<file path="config.mk">
export PLATFORM = sky130hd
export DESIGN_NAME = pipe_hazard_ctrl
export DESIGN_NICKNAME = d
export VERILOG_FILES = /design/src/rtl/pipe_hazard_ctrl.sv
export SDC_FILE = /design/constraint.sdc
export NUM_CORES = 1
export LEC_CHECK = 0
export BUFFER_PORTS_ARGS = -buffer_cell sky130_fd_sc_hd__buf_2
export CAP_MARGIN = 20
export CORE_MARGIN = 2
export CORE_UTILIZATION = 45
export CTS_BUF_LIST = sky130_fd_sc_hd__clkbuf_4
export DETAILED_ROUTE_END_ITERATION = 12
export GPL_ROUTABILITY_DRIVEN = 0
export GPL_TIMING_DRIVEN = 0
export PLACE_DENSITY = 0.73
export SETUP_SLACK_MARGIN = 0.5
export SLEW_MARGIN = 15
export SYNTH_ARGS = -nofsm -noshare
export SYNTH_HDL_FRONTEND = slang
export SYNTH_SLANG_ARGS = --single-unit
</file>
<file path="constraint.sdc">
create_clock -name clk_i -period 2.7 [get_ports clk_i]
set_input_delay 0.405 -clock clk_i [delete_from_list [all_inputs] [get_ports clk_i]]
set_output_delay 0.405 -clock clk_i [all_outputs]
set_load 0.01 [all_outputs]
</file>
<file path="src/rtl/pipe_hazard_ctrl.sv">
// Stall/flush sequencer for the 5-stage pipeline: pipeline-register enables, bubbles, redirect tracking, stall watchdog.
// Optional feature macro: HAZARD_PERF_CNT_EN (adds saturating D-stall / I-stall / load-use counters).
module pipe_hazard_ctrl #(
    parameter int REG_AW  = 5,
    parameter int TIMEOUT = 1024,
    parameter int CNT_W   = 32
) (
    input  logic              clk_i,
    input  logic              rst_i,
    input  logic              icache_stall_i,
    input  logic              dcache_stall_i,
    input  logic              branch_taken_i,
    input  logic              ID_EX_MemRead_i,
    input  logic [REG_AW-1:0] ID_EX_Rd_i,
    input  logic [REG_AW-1:0] IF_ID_Rs1_i,
    input  logic [REG_AW-1:0] IF_ID_Rs2_i,
    output logic              PC_write_o,
    output logic              IF_ID_write_o,
    output logic              ID_EX_write_o,
    output logic              EX_MEM_write_o,
    output logic              MEM_WB_write_o,
    output logic              IF_ID_flush_o,
    output logic              ID_EX_flush_o,
    output logic [1:0]        state_o,
    output logic              stall_timeout_o
`ifdef HAZARD_PERF_CNT_EN
    ,
    output logic [CNT_W-1:0]  perf_dstall_o,
    output logic [CNT_W-1:0]  perf_istall_o,
    output logic [CNT_W-1:0]  perf_lu_o
`endif
);

    typedef enum logic [1:0] {RUN = 2'd0, ISTALL = 2'd1, DSTALL = 2'd2} state_t;
    typedef enum logic [2:0] {C_NONE, C_DSTALL, C_BRANCH, C_ISTALL, C_REDIR, C_LU} cause_t;

    localparam int WD_W = $clog2(TIMEOUT + 1);
    localparam logic [WD_W-1:0] WD_MAX = WD_W'(TIMEOUT);

    state_t          state_q, state_d;
    cause_t          cause;
    logic            redir_pend_q, redir_pend_d;
    logic            lu;
    logic [WD_W-1:0] wd_cnt;

    assign lu = ID_EX_MemRead_i && (ID_EX_Rd_i != '0) &&
                ((ID_EX_Rd_i == IF_ID_Rs1_i) || (ID_EX_Rd_i == IF_ID_Rs2_i));

    always_comb begin
        cause = C_NONE;
        if (dcache_stall_i)      cause = C_DSTALL;
        else if (branch_taken_i) cause = C_BRANCH;
        else if (icache_stall_i) cause = C_ISTALL;
        else if (redir_pend_q)   cause = C_REDIR;
        else if (lu)             cause = C_LU;
    end

    always_comb begin
        PC_write_o     = 1'b1;
        IF_ID_write_o  = 1'b1;
        ID_EX_write_o  = 1'b1;
        EX_MEM_write_o = 1'b1;
        MEM_WB_write_o = 1'b1;
        IF_ID_flush_o  = 1'b0;
        ID_EX_flush_o  = 1'b0;
        redir_pend_d   = redir_pend_q;
        state_d        = RUN;
        case (cause)
            C_DSTALL: begin
                // Branch stays frozen in EX and re-asserts once the D-miss resolves.
                PC_write_o     = 1'b0;
                IF_ID_write_o  = 1'b0;
                ID_EX_write_o  = 1'b0;
                EX_MEM_write_o = 1'b0;
                MEM_WB_write_o = 1'b0;
                state_d        = DSTALL;
            end
            C_BRANCH: begin
                IF_ID_flush_o = 1'b1;
                ID_EX_flush_o = 1'b1;
                if (icache_stall_i) begin
                    redir_pend_d = 1'b1;
                    state_d      = ISTALL;
                end else begin
                    redir_pend_d = 1'b0;
                end
            end
            C_ISTALL: begin
                PC_write_o    = 1'b0;
                IF_ID_write_o = 1'b0;
                ID_EX_flush_o = 1'b1;
                state_d       = ISTALL;
            end
            C_REDIR: begin
                // Instruction returned by the stalled fetch is wrong-path.
                IF_ID_flush_o = 1'b1;
                redir_pend_d  = 1'b0;
            end
            C_LU: begin
                PC_write_o    = 1'b0;
                IF_ID_write_o = 1'b0;
                ID_EX_flush_o = 1'b1;
            end
            default: ;
        endcase
        if (!rst_i) begin
            PC_write_o     = 1'b0;
            IF_ID_write_o  = 1'b0;
            ID_EX_write_o  = 1'b0;
            EX_MEM_write_o = 1'b0;
            MEM_WB_write_o = 1'b0;
            IF_ID_flush_o  = 1'b0;
            ID_EX_flush_o  = 1'b0;
        end
    end

    always_ff @(posedge clk_i or negedge rst_i) begin
        if (!rst_i) begin
            state_q         <= RUN;
            redir_pend_q    <= 1'b0;
            wd_cnt          <= '0;
            stall_timeout_o <= 1'b0;
        end else begin
            state_q      <= state_d;
            redir_pend_q <= redir_pend_d;
            if (icache_stall_i || dcache_stall_i) begin
                if (wd_cnt != WD_MAX) wd_cnt <= wd_cnt + 1'b1;
                if (wd_cnt == WD_MAX - 1'b1) stall_timeout_o <= 1'b1;
            end else begin
                wd_cnt <= '0;
            end
        end
    end

    assign state_o = state_q;

`ifdef HAZARD_PERF_CNT_EN
    always_ff @(posedge clk_i or negedge rst_i) begin
        if (!rst_i) begin
            perf_dstall_o <= '0;
            perf_istall_o <= '0;
            perf_lu_o     <= '0;
        end else begin
            if (cause == C_DSTALL && perf_dstall_o != '1) perf_dstall_o <= perf_dstall_o + 1'b1;
            if (cause == C_ISTALL && perf_istall_o != '1) perf_istall_o <= perf_istall_o + 1'b1;
            if (cause == C_LU && perf_lu_o != '1)         perf_lu_o     <= perf_lu_o + 1'b1;
        end
    end
`else
    logic cnt_w_unused;
    assign cnt_w_unused = (CNT_W > 0);
`endif

endmodule

</file>
# Word level (Yosys, flattened, before mapping)
# Cells that the tools add are included.
# W data, S select, Z words.
# totals
reg_bits	15
latchBits	0
mem_bits_rw	0
romBits	0
input_bits	21
out_inout_bits	10
elab_cells	44
mem_count	0
# op_classes
addsub	1
n_mul	0
div_mod_pow	0
n_lt_le_gt_ge	0
eq_ne	10
shifts	0
muxes	19
bitwise	0
n_reduce_logical	10
# ops
cell	count
$mux W11	2
$mux W3	5
$add A11 B1 Y11 const B	1
$eq A11 B10 Y1 const B	1
$ne A11 B11 Y1 const B	1
$eq A5 B5 Y1	2
$mux W1	10
$eq A3 B2 Y1 const B	2
$eq A3 B3 Y1 const B	2
$pmux W2 S3	1
$reduce_or A3 Y1	2
$reduce_bool A5 Y1	1
$eq A3 B1 Y1 const B	1
$logic_and A1 B1 Y1	2
$logic_or A1 B1 Y1	2
$ne A2 B1 Y1 const B	1
$pmux W1 S2	1
$reduce_and A2 Y1	1
$reduce_bool A2 Y1	1
$reduce_or A2 Y1	1

# Logic depth before layout (Yosys ltp)
# Gate-level depths: netlist of run 1.
# depth
depth_word	12
ltp_mapped	5
ltp_nobuf	5

# Worst setup path after synthesis of run 1
# No wires, ideal clock.
# synth_timing
path_kind	input-to-output
start	input ID_EX_Rd_i[1]
end	output PC_write_o
t_arrival_ns	1.436
slack_ns	0.859
stages	4
n_path_buf	1
cell_sequence	or4_4 o211ai_2 o311a_1 buf_4
# synth_between
elab_chain_len	12
word_cells_on_any_way	17
cone_classes	eq/ne (5); mux (7); reduce/logical (5)
# synth_rtl
item	line	text
from (decl)	14	input logic [REG_AW-1:0] ID_EX_Rd_i,
$eq A5 B5 Y1 / $reduce_bool A5 Y1 (equally long branches)	47, 46	
$logic_or A1 B1 Y1 / $logic_and A1 B1 Y1 (equally long branches)	47, 46	
$logic_and A1 B1 Y1 *	46	assign lu = ID_EX_MemRead_i && (ID_EX_Rd_i != '0) &&
$mux W3 *	55	else if (lu) cause = C_LU;
$mux W3 *	54	else if (redir_pend_q) cause = C_REDIR;
$mux W3 *	53	else if (icache_stall_i) cause = C_ISTALL;
$mux W3 *	52	else if (branch_taken_i) cause = C_BRANCH;
$mux W3 *	51	if (dcache_stall_i) cause = C_DSTALL;
$eq A3 B2 Y1, or another cell as far along	-	
$reduce_or A3 Y1 (no source line) *	-	
$mux W1 * (2 in a row)	-	
to (decl)	17	output logic PC_write_o,
# Mark *: on every way between the ends. The rest lies on a longest branch, timed or not.

# Worst setup path after layout of run 1
# layout_timing
start	input ID_EX_Rd_i[1]
end	output PC_write_o
# layout_between
elab_chain_len	12
word_cells_on_any_way	17
cone_classes	eq/ne (5); mux (7); reduce/logical (5)
# layout_rtl
item	line	text
$eq A5 B5 Y1 / $reduce_bool A5 Y1 (equally long branches)	47, 46	
$logic_or A1 B1 Y1 / $logic_and A1 B1 Y1 (equally long branches)	47, 46	
$logic_and A1 B1 Y1 *	46	
$mux W3 *	55	
$mux W3 *	54	
$mux W3 *	53	
$mux W3 *	52	
$mux W3 *	51	
$eq A3 B2 Y1, or another cell as far along	68	case (cause)
$reduce_or A3 Y1 (no source line) *	-	
$mux W1 *	68	
$mux W1 *	106	if (!rst_i) begin
# Marked as above.

==> results.md, run 1 <==
- In this run, the number of DRC markers left after iteration 0 of detailed routing was 6.
- After synthesis, the netlist uses 29 different library cells.
- The number of standard cells after synthesis is 97.
- The core region is 1942 um2.
- The portion of the clock cycle consumed by the worst path in the final layout is 75.19%.
- Measured along the x axis, the die boundary spans 48.99 um.
- The most frequently used flop master after synthesis is dfrtp_1.
- The combined global-route utilization of all metal layers is 17.95%.
- Power spread over the standard cell area amounts to 491.4 nW/um2.
- The aggregate global routing overflow is 0.
- The clock insertion delay at the later pin of the skew report is 0.28 ns.
- No sink is reached through more buffers than the 2 on the longest clock path.
- The share of cells above drive strength 1 is 31.30%.
- Entering global routing, the biggest net connects 17 pins.
- The total clock sinks is 15.
- The final routed wirelength across all metal layers is 1814 um.
- The starting utilization of the core area is 46.91%.
- Summing the sequential cell areas from Yosys gives 41.21% of the chip area.
- The required time reported for the critical path endpoint is 2.30 ns.
- The average cell area after synthesis is 9.390 um2.
- The number of synthesized flops with an enable pin is 0.
- After clock tree synthesis, the repair step resized 0 gates.
- 0 antenna diodes ended up in the layout.
- The max-slew violation count is 0.
- The arrival time at the worst endpoint is 1.63 ns.
- The floorplan step defined a die boundary enclosing 2400 um2.
- The total leakage power is 0.5641 nW.
- Detailed placement ended at an HPWL of 1474 um.
- The root buffer cell chosen for the clock tree is clkbuf_4.
- The headroom to the max-slew limit is 70.95%.
- The path type of the worst setup path is in -> out.
- The synthesized netlist net count is 120.
- In the routed design, unresolved DRC markers number 0.
- The Yosys step of the flow raised 0 warnings.
- The worst path meets setup with 0.6699 ns of slack.
- The overall power consumption is 552.8 uW.
- The number of cells on the worst reg-to-reg path is 5.
- The worst setup path is captured at an output pin.
- The number of max-cap violations is 0.
- In the routed layout, each cell is associated on average with a via count of 5.057.
- The final-report hold violation count is 0.
- The initial antenna violation count was 0.
- The synthesized design contains 15 register bits.
- The first global-routing pass estimated 3381 um of wire.
- The CTS tree is yes.
- The actual transition at the worst max-transition pin is 0.4358 ns.
- The path type of the worst min-delay path is in -> async.
- From synthesis to final layout, the design area changed by 23.49%.
- The number of global-route vias before repair is 826.
- The CTS clock-pin slew for the worst setup and hold paths is 0.09 ns.
- The total number of H-tree levels is 1.
- The final clock skew is 0.006880 ns.
- The maximum vdd ir drop is 0.3945 mV.
- At the placement stage, the worst setup path has a slack of 0.6582 ns.
- The async set-reset flop share out of synthesis is 100.0%.
- Before antenna repair, the detailed router went through 4 iterations.
- Of all nets on the critical path, the largest fanout is 3.
- Setup violations remaining at the end of the flow were counted as 0.
- For this run, the share of the core covered by cells in the final layout is 57.93%.
- Leaving out fill and tap cells, the most frequent cell in the layout is buf_2.
- The detailed-route wire length per cell is 11.48 um.
- The height of the chip is 48.99 um.
- The element type at the critical path start is an input pin.
- The final critical path time including I/O delays and setup is 2.030 ns.
- In this run the cell area of the synthesized design comes to 910.9 um2.
- In the layout the commonest cells are buf_2 (30), dfrtp_1 (15), nor2_1 (14).
- Counting the buffers created by CTS gives 3.
- The maximum operating frequency is 0.4926 GHz.
- Setup repair after global routing left no endpoint under its margin.
- At the end of the flow, the number of nets in the layout was 155.
- The flow ran to the end, and the final reports show no timing, DRC or antenna violations.
- 31 I/O pins were placed.
- The detailed router placed 799 vias in this run.
- Row generation in the floorplan step produced 16 rows.
- The number of buffers inserted by port buffering is 30.
- The number of antenna-violating nets in the routed design is 0.
- The number of buffers added to fix hold violations after cts is 0.
- The accumulated negative setup slack is 0 ns.
- The number of post-CTS setup repair buffers is 0.
## through the flow
stage               area (um2)  cells  hold slack [ns]
CTS                       1125    158          0.02296
global placement          1095    154           0.3285
detailed placement        1095    154           0.3367
floorplan                910.9     97           0.1094
finish                    1125    158          0.01757
global route              1125    158          0.02473
## state kept, by name, indices dropped and copies added (netlist names)
| signal | cells |
|---|---|
| redir_pend_q | 1 |
| state_o | 2 |
| stall_timeout_o | 1 |
| wd_cnt | 11 |
## synth_stat cells (3+ instances only)
cell type,n,area (um2)
o21ai_0,3,15.01
inv_1,6,22.52
nand3_1,3,15.01
dfrtp_1,15,375.4
nor3_1,5,25.02
nand2_1,3,11.26
a21oi_1,4,20.02
nor2_1,14,52.55
xor2_1,12,105.1
xnor2_1,5,43.79
nand2b_1,3,18.77
buf_4,3,22.52
## cells by family after synthesis
kind of cell	Yosys count	share of synthesized area, %
adders and majority gates	2	2.747
buffers and inverters	11	5.769
DFF	15	41.21
AOI/OAI and AO/OA	13	9.753
xor gates and xnor gates	17	16.35
and+or+nand+nor	38	23.08
muxes	1	1.099
## critical path, cell delays in order
cell and delay [ns]:
buf_2 0.12, or4_4 0.54, o211ai_2 0.17, o311a_1 0.18, buf_4 0.10, buf_2 0.11
## metal layers
metal	vias to the layer above	global-route usage [%]	part of all wire, %
met5	-	0	0
met3	4	4.601	4.1
met4	0	4.762	0.88
met1	388	19.41	42
li1	394	-	-
met2	13	34.25	53
## cell type report
cell class                 count  area, um2
buffer                         5      30.03
tap                           27      33.78
multi-input combinational     71      483.0
clock buffer                   4      30.03
fill                         180      817.0
inverter                       6      22.52
sequential                    15      375.4
timing repair buffer          30      150.1
## final timing paths
| path | from | end | slack [ns] |
|---|---|---|---|
| max in group asynchronous | rst_i | state_o[0] | 2.41 |
| min in group clk_i | dcache_stall_i | state_o[0] | 0.35 |
| worst max-delay path | ID_EX_Rd_i[1] | PC_write_o | 0.67 |
| worst max register to register | wd_cnt[0] | wd_cnt[10] | 1.22 |
| worst min register to register | stall_timeout_o | stall_timeout_o | 0.47 |
| worst min-delay path | rst_i | wd_cnt[6] | 0.02 |
## where the power goes
part / leakage, nW / internal, mW / switching [mW]
registers: 0.199 / 0.251 / 0.0320
logic: 0.346 / 0.0644 / 0.0704
clock network: 0.0184 / 0.0674 / 0.0677
total: 0.564 / 0.383 / 0.170
(Power assumes the default switching activity.)
==> run 2, diff against run 1 <==
Settings changed: PLACE_DENSITY 0.73 to 0.76.
Clock period 2.7 ns to 1.8 ns, I/O delays scaled along.
==> results.md, run 2 (synthesized netlist as in run 1, its figures left out) <==
- Counting instances, the worst hold path has a depth of 2.
- Leaving out fill and tap cells, the most frequent cells in the layout are buf_2 (26), nor2_1 (13), xor2_1 (12), buf_4 (12), dfrtp_1 (12).
- The leading cell type in the layout, fill and taps excluded is buf_2.
- The max-slew violation count is 0 (unchanged).
- The detail-routed via count per cell came to 5.107 (+0.99%).
- The number of nets in the layout is 165 (+6.5%).
- The height of the chip came to 48.99 um (unchanged).
- The TritonCTS buffer count is 3 (unchanged).
- The maximum root-to-sink buffer count is 2 (unchanged).
- The path type of the worst min-delay path is in -> reg.
- The total die area is 2400 um2 (unchanged).
- The number of cells on the worst reg-to-reg path is 4 (-1).
- The flow ran to the end, and the final reports show no timing, DRC or antenna violations.
- The starting utilization of the core area is 46.91% (unchanged).
- In this run the critical register-to-register path is launched from wd_cnt[5].
- More flip-flops sit in one register than any other, and that register is wd_cnt.
- The smallest clock period supported by the final layout is computed as 1.730 ns.
- The aggregate global routing overflow came to 0 (unchanged).
- The final routed wirelength across all metal layers is 2163 um (+19%).
- The detailed-route via count is 858 (+7.4%).
- The CTS clock-pin slew for the worst setup and hold paths is 0.08 ns (about the same).
- The number of antenna cells inserted came to 0 (unchanged).
- The detailed-route wire length per cell is 12.88 um (+12%).
- The clock insertion delay at the later pin of the skew report was 0.28 ns (about the same).
- The headroom to the max-slew limit came to 55.39% (-16 points).
- The combined global-route utilization of all metal layers is 19.25% (+1.3 points).
- The worst hold path terminates at state_o[0].
- The startpoint identified for the worst hold timing path is dcache_stall_i.
- The number of antenna-violating nets in the routed design is 0 (unchanged).
- The number of global-route vias before repair was 845 (+2.3%).
- The kind of cell adding the most delay to the critical path is simple AND/OR/NAND/NOR gates.
- The areal power density over the cells was 723.9 nW/um2 (+47%).
- The initial antenna violation count is 0 (unchanged).
- The worst setup path is captured at an output pin.
- The number of DRC violations after detailed routing is 0 (unchanged).
- The final clock skew came to 0.002896 ns (-0.003984 ns).
- The first-pass GRT wire length came to 3650 um (+8.0%).
- The actual transition at the worst max-transition pin is 0.6669 ns (+0.2311 ns).
- The required time reported for the critical path endpoint is 1.53 ns (-0.77 ns).
- The signal on the critical path passes through buf_8, or4_4, o211ai_2, o311a_1, buf_4, buf_6.
- The total number of H-tree levels is 1 (unchanged).
- Compared with the post-synthesis result, the final layout area differs by 44.51%.
- The accumulated negative setup slack came to 0 ns (unchanged).
- The horizontal extent of the die is 48.99 um (unchanged).
- The reg-to-reg critical path endpoint is wd_cnt[0].
- The pin count of the biggest net entering global routing is 16 (-1).
- The estimated wirelength of the detail-placed design is 1457 um (-1.2%).
- The CTS tree is yes.
- The reg2reg setup slack was 0.41 ns (-0.81 ns).
- The worst setup path is launched from an input pin.
- The total clock sinks came to 15 (unchanged).
- The root buffer cell chosen for the clock tree is clkbuf_4.
- The number of top-level design ports is 31 (unchanged).
- The maximum fanout along the worst path is 3 (unchanged).
- The utilization after layout is 67.78% (+9.9 points).
- Static timing analysis puts the maximum clock frequency at 0.5782 GHz.
- The portion of the clock cycle consumed by the worst path in the final layout is 96.09%.
- The total of fill cells in the finished design is 148 (-18%).
- The area of the core is 1942 um2 (unchanged).
- The number of detailed-route iterations in the first pass was 4 (unchanged).
- The arrival time at the worst endpoint is 1.46 ns (-0.17 ns).
- The number of max-cap violations is 0 (unchanged).
- The iteration-0 DRC count of the detailed router is 16 (+10).
- The number of buffers inserted by port buffering is 30 (unchanged).
- The total leakage power is 0.6434 nW (+14%).
- The number of core rows came to 16 (unchanged).
- The final-report hold violation count is 0 (unchanged).
- The buffering stage count on the worst path with inverters included is 3 (unchanged).
- For this design, the slowest cell found on the critical path is or4_4.
- The number of flip-flops in the largest register came to 11 (unchanged).
- The setup-violating endpoint count in the final report is 0 (unchanged).
- The overall power consumption is 952.9 uW (+72%).
- The maximum vdd ir drop is 0.6672 mV (+69%).
- The path type of the worst setup path is in -> out.
- The maximum cell stage delay along the critical path was 0.53 ns (about the same).
- The share of cells above drive strength 1 is 46.10% (+15 points).
- Setup repair after global routing could not meet its margin everywhere.
==> run 2: per-layer routing <==
| layer | vias up | wire [um] | track usage, % |
|---|---|---|---|
| li1 | 419 | - | - |
| met1 | 414 | 881 | 25.95 |
| met5 | - | 0 | 0 |
| met2 | 25 | 1146 | 32.88 |
| met3 | 0 | 135 | 4.601 |
| met4 | 0 | 0 | 1.429 |
==> run 2: how the worst max path moves through the flow <==
stage / start / to / slack, ns / cells after the start
finish: ID_EX_Rd_i[3] / PC_write_o / 0.07 / 6
global route: ID_EX_Rd_i[3] / PC_write_o / 0.02 / 6
CTS: ID_EX_Rd_i[3] / PC_write_o / 0.05 / 6
detailed placement: ID_EX_Rd_i[1] / PC_write_o / 0.03 / 6
global placement: ID_EX_Rd_i[1] / PC_write_o / 0.05 / 6
floorplan: ID_EX_Rd_i[1] / PC_write_o / 0.23 / 4
==> run 2: what timing repair did <==
action                                 4_1_cts  5_1_grt
hold buffers                                 1        0
endpoints found under the hold margin       15        0
pin swaps                                   10       11
buffers inserted                             6        3
setup endpoints to repair                   14       13
resized for setup                           18        9
==> run 2: stage by stage <==
stage	cell area, um2	setup slack, ns	hold WS [ns]	instances
final	1316	0.07041	0.2518	168
after global routing	1316	0.02410	0.2584	168
after CTS	1250	0.04759	0.2248	165
after detailed placement	1095	0.03333	0.1957	154
after global placement	1095	0.05062	0.1929	154
after floorplan	910.9	0.2289	-0.02559	97
==> run 2: cell type report <==
class / count / area (um2) / share of cell area [%]
timing repair buffer: 40 / 256.5 / 19.49
clock buffer: 4 / 30.03 / 2.281
inverter: 6 / 22.52 / 1.711
multi-input combinational: 71 / 564.3 / 42.87
buffer: 5 / 30.03 / 2.281
sequential: 15 / 379.1 / 28.80
tap: 27 / 33.78 / 2.567
==> run 2: power by group <==
group          total (mW)  leakage, nW  switching (mW)  internal [mW]
combinational       0.300        0.430           0.138          0.162
clock               0.202       0.0184           0.101          0.101
sequential          0.452        0.195          0.0709          0.381
==> run 3, diff against run 2 <==
==> constraint.sdc (replaced) <==
create_clock -name clk_i -period 1.8 [get_ports clk_i]
set_input_delay 0.09 -clock clk_i [delete_from_list [all_inputs] [get_ports clk_i]]
set_output_delay 0.09 -clock clk_i [all_outputs]
set_load 0.01 [all_outputs]
==> results.md, run 3 (synthesized netlist as in run 1, its figures left out) <==
- The iteration-0 DRC count of the detailed router came to 12 (-4).
- The combined global-route utilization of all metal layers was 19.97% (+0.73 points).
- In this run the worst hold path is classified as in -> reg.
- Compared with the post-synthesis result, the final layout area differs by 42.86%.
- The first-pass GRT wire length is 3684 um (+0.93%).
- The CTS clock-pin slew for the worst setup and hold paths is 0.09 ns (about the same).
- The arrival time at the worst endpoint is 1.39 ns (-0.07 ns).
- The maximum operating frequency is 0.6777 GHz (+17%).
- The number of top-level design ports is 31 (unchanged).
- The overall power consumption is 947.4 uW (-0.58%).
- The number of flip-flops in the largest register came to 11 (unchanged).
- The number of global-route vias before repair is 861 (+1.9%).
- The worst hold slack after final layout is 0.05191 ns (-0.1998 ns).
- The total number of H-tree levels was 1 (unchanged).
- The maximum vdd ir drop came to 0.6789 mV (+1.8%).
- Walking the worst path, the cells encountered are inv_2, o211ai_2, o311a_1, buf_4, buf_6.
- The number of nets in the layout is 164 (-0.61%).
- The count of non-filler cells in the finished layout is 167 (-0.60%).
- The number of buffers inserted by port buffering is 30 (unchanged).
- The number of antenna cells inserted came to 0 (unchanged).
- The accumulated negative setup slack came to 0 ns (unchanged).
- Setup repair after global routing could not meet its margin everywhere.
- The final-report hold violation count is 0 (unchanged).
- The portion of the clock cycle consumed by the worst path in the final layout is 81.98% (-14 points).
- The areal power density over the cells came to 728.0 nW/um2 (+0.57%).
- The headroom to the max-slew limit is 56.71% (+1.3 points).
- TritonCTS built the clock tree.
- The worst setup margin was 0.3243 ns (+0.2539 ns).
- The flow ran to the end, and the final reports show no timing, DRC or antenna violations.
- The height of the chip came to 48.99 um (unchanged).
- The detailed-route wire length per cell is 12.34 um (-4.1%).
- The number of core rows is 16 (unchanged).
- The actual transition at the worst max-transition pin came to 0.6472 ns (-0.01973 ns).
- The number of antenna-violating nets in the routed design is 0 (unchanged).
- The detail-routed via count per cell is 5.042 (-1.3%).
- The leading cell type in the layout, fill and taps excluded is buf_2.
- The number of detailed-route iterations in the first pass is 4 (unchanged).
- The maximum fanout along the worst path is 2 (-1).
- The cell at the slowest stage of the critical path is dfrtp_1.
- The total leakage power is 0.6428 nW (about the same).
- The total non-filler cell area in the finished layout is 1301 um2 (-1.1%).
- The total clock sinks was 15 (unchanged).
- The horizontal extent of the die was 48.99 um (unchanged).
- The final routed wirelength across all metal layers is 2061 um (-4.7%).
- The critical path is of the reg -> out type.
- The estimated wirelength of the detail-placed design is 1418 um (-2.6%).
- The share of cells above drive strength 1 is 45.00% (-1.1 points).
- The TritonCTS buffer count is 3 (unchanged).
- The max-slew violation count came to 0 (unchanged).
- The element type at the critical path start is a register.
- The top cell types in the final layout, fill and taps aside, are buf_2 (29), nor2_1 (14), xor2_1 (12), dfrtp_1 (12), buf_4 (8).
- The starting utilization of the core area is 46.91% (unchanged).
- The final critical path time including I/O delays and setup came to 1.476 ns (-0.2539 ns).
- The critical path capture point type is an output pin.
- The pin count of the biggest net entering global routing is 16 (unchanged).
- The area of the core is 1942 um2 (unchanged).
- The number of DRC violations after detailed routing is 0 (unchanged).
- The register with the highest flop count is wd_cnt.
- The aggregate global routing overflow is 0 (unchanged).
- The utilization after layout was 67.01% (-0.77 points).
- The pre-CTS worst setup slack is 0.3384 ns (+0.3051 ns).
- The initial antenna violation count is 0 (unchanged).
- The buffer cell driving the clock tree root is clkbuf_4.
- The total die area came to 2400 um2 (unchanged).
- The maximum root-to-sink buffer count is 2 (unchanged).
- The number of max-cap violations is 0 (unchanged).
- The clock insertion delay at the later pin of the skew report is 0.29 ns (about the same).
- The final clock skew is 0.004337 ns (+0.001441 ns).
- The required time reported for the critical path endpoint is 1.71 ns (+0.18 ns).
- The detailed-route via count came to 842 (-1.9%).
- The maximum cell stage delay along the critical path is 0.38 ns (-0.15 ns).
- The setup-violating endpoint count in the final report is 0 (unchanged).
- The total instance count after detailed placement is 154 (unchanged).
- The placed cell area is 1095 um2 (unchanged).
-- run 3: cell types whose count changed in the layout (fill, tap and decap cells not counted), moves of 2 or more --
cell and change:
buf_4 -4, buf_2 +3, nor3_2 -3, a21oi_1 -2
a21oi_2 +2, nand3_2 -2, nand3_4 +2, nor3_1 +2
-- run 3: layer usage --
layer	track usage (%)	vias up	part of all wire (%)
met4	7.143	0	2.9
met5	0	-	0
li1	-	416	-
met2	35.16	22	50
met1	22.92	396	42
met3	5.828	8	5.1
-- run 3: where the power goes --
group          switching, mW  internal [mW]  total [mW]  leakage [nW]
logic                  0.143          0.158       0.302         0.430
registers             0.0710          0.381       0.452         0.195
clock network          0.111         0.0829       0.194        0.0177
total                  0.326          0.622       0.947         0.643
-- run 3: layout make-up --
cell class | count | area (um2)
plain buffers | 5 | 30.03
clock buffers | 3 | 22.52
clock inverters | 1 | 5.005
fillers | 157 | 640.6
inverters | 6 | 22.52
multi-input cells | 71 | 571.8
flip-flops and latches | 15 | 379.1
well taps | 27 | 33.78
repair buffers | 39 | 236.5
-- run 3: final timing paths --
check | end | from | cells after the start | slack, ns
worst max register to register | wd_cnt[1] | wd_cnt[8] | 4 | 0.45
worst min register to register | stall_timeout_o | stall_timeout_o | 1 | 0.47
worst min-delay path | state_o[1] | dcache_stall_i | 2 | 0.05
min in group asynchronous | state_o[0] | rst_i | 2 | 0.38
worst max-delay path | PC_write_o | redir_pend_q | 5 | 0.32
max in group asynchronous | wd_cnt[3] | rst_i | 2 | 0.96
-- run 3: worst max-delay path: cells and delay by family (launching register included) --
family | cells | cell delay (ns)
compound gates | 2 | 0.40
flops | 1 | 0.38
buf+inv | 3 | 0.32
-- run 3: what timing repair did --
| item | CTS | global route |
|---|---|---|
| hold buffers | 2 | 0 |
| hold endpoints to repair | 16 | 0 |
| setup endpoints to repair | 10 | 13 |
| buffers inserted | 7 | 0 |
| resized for setup | 10 | 13 |
| pin swaps | 5 | 5 |
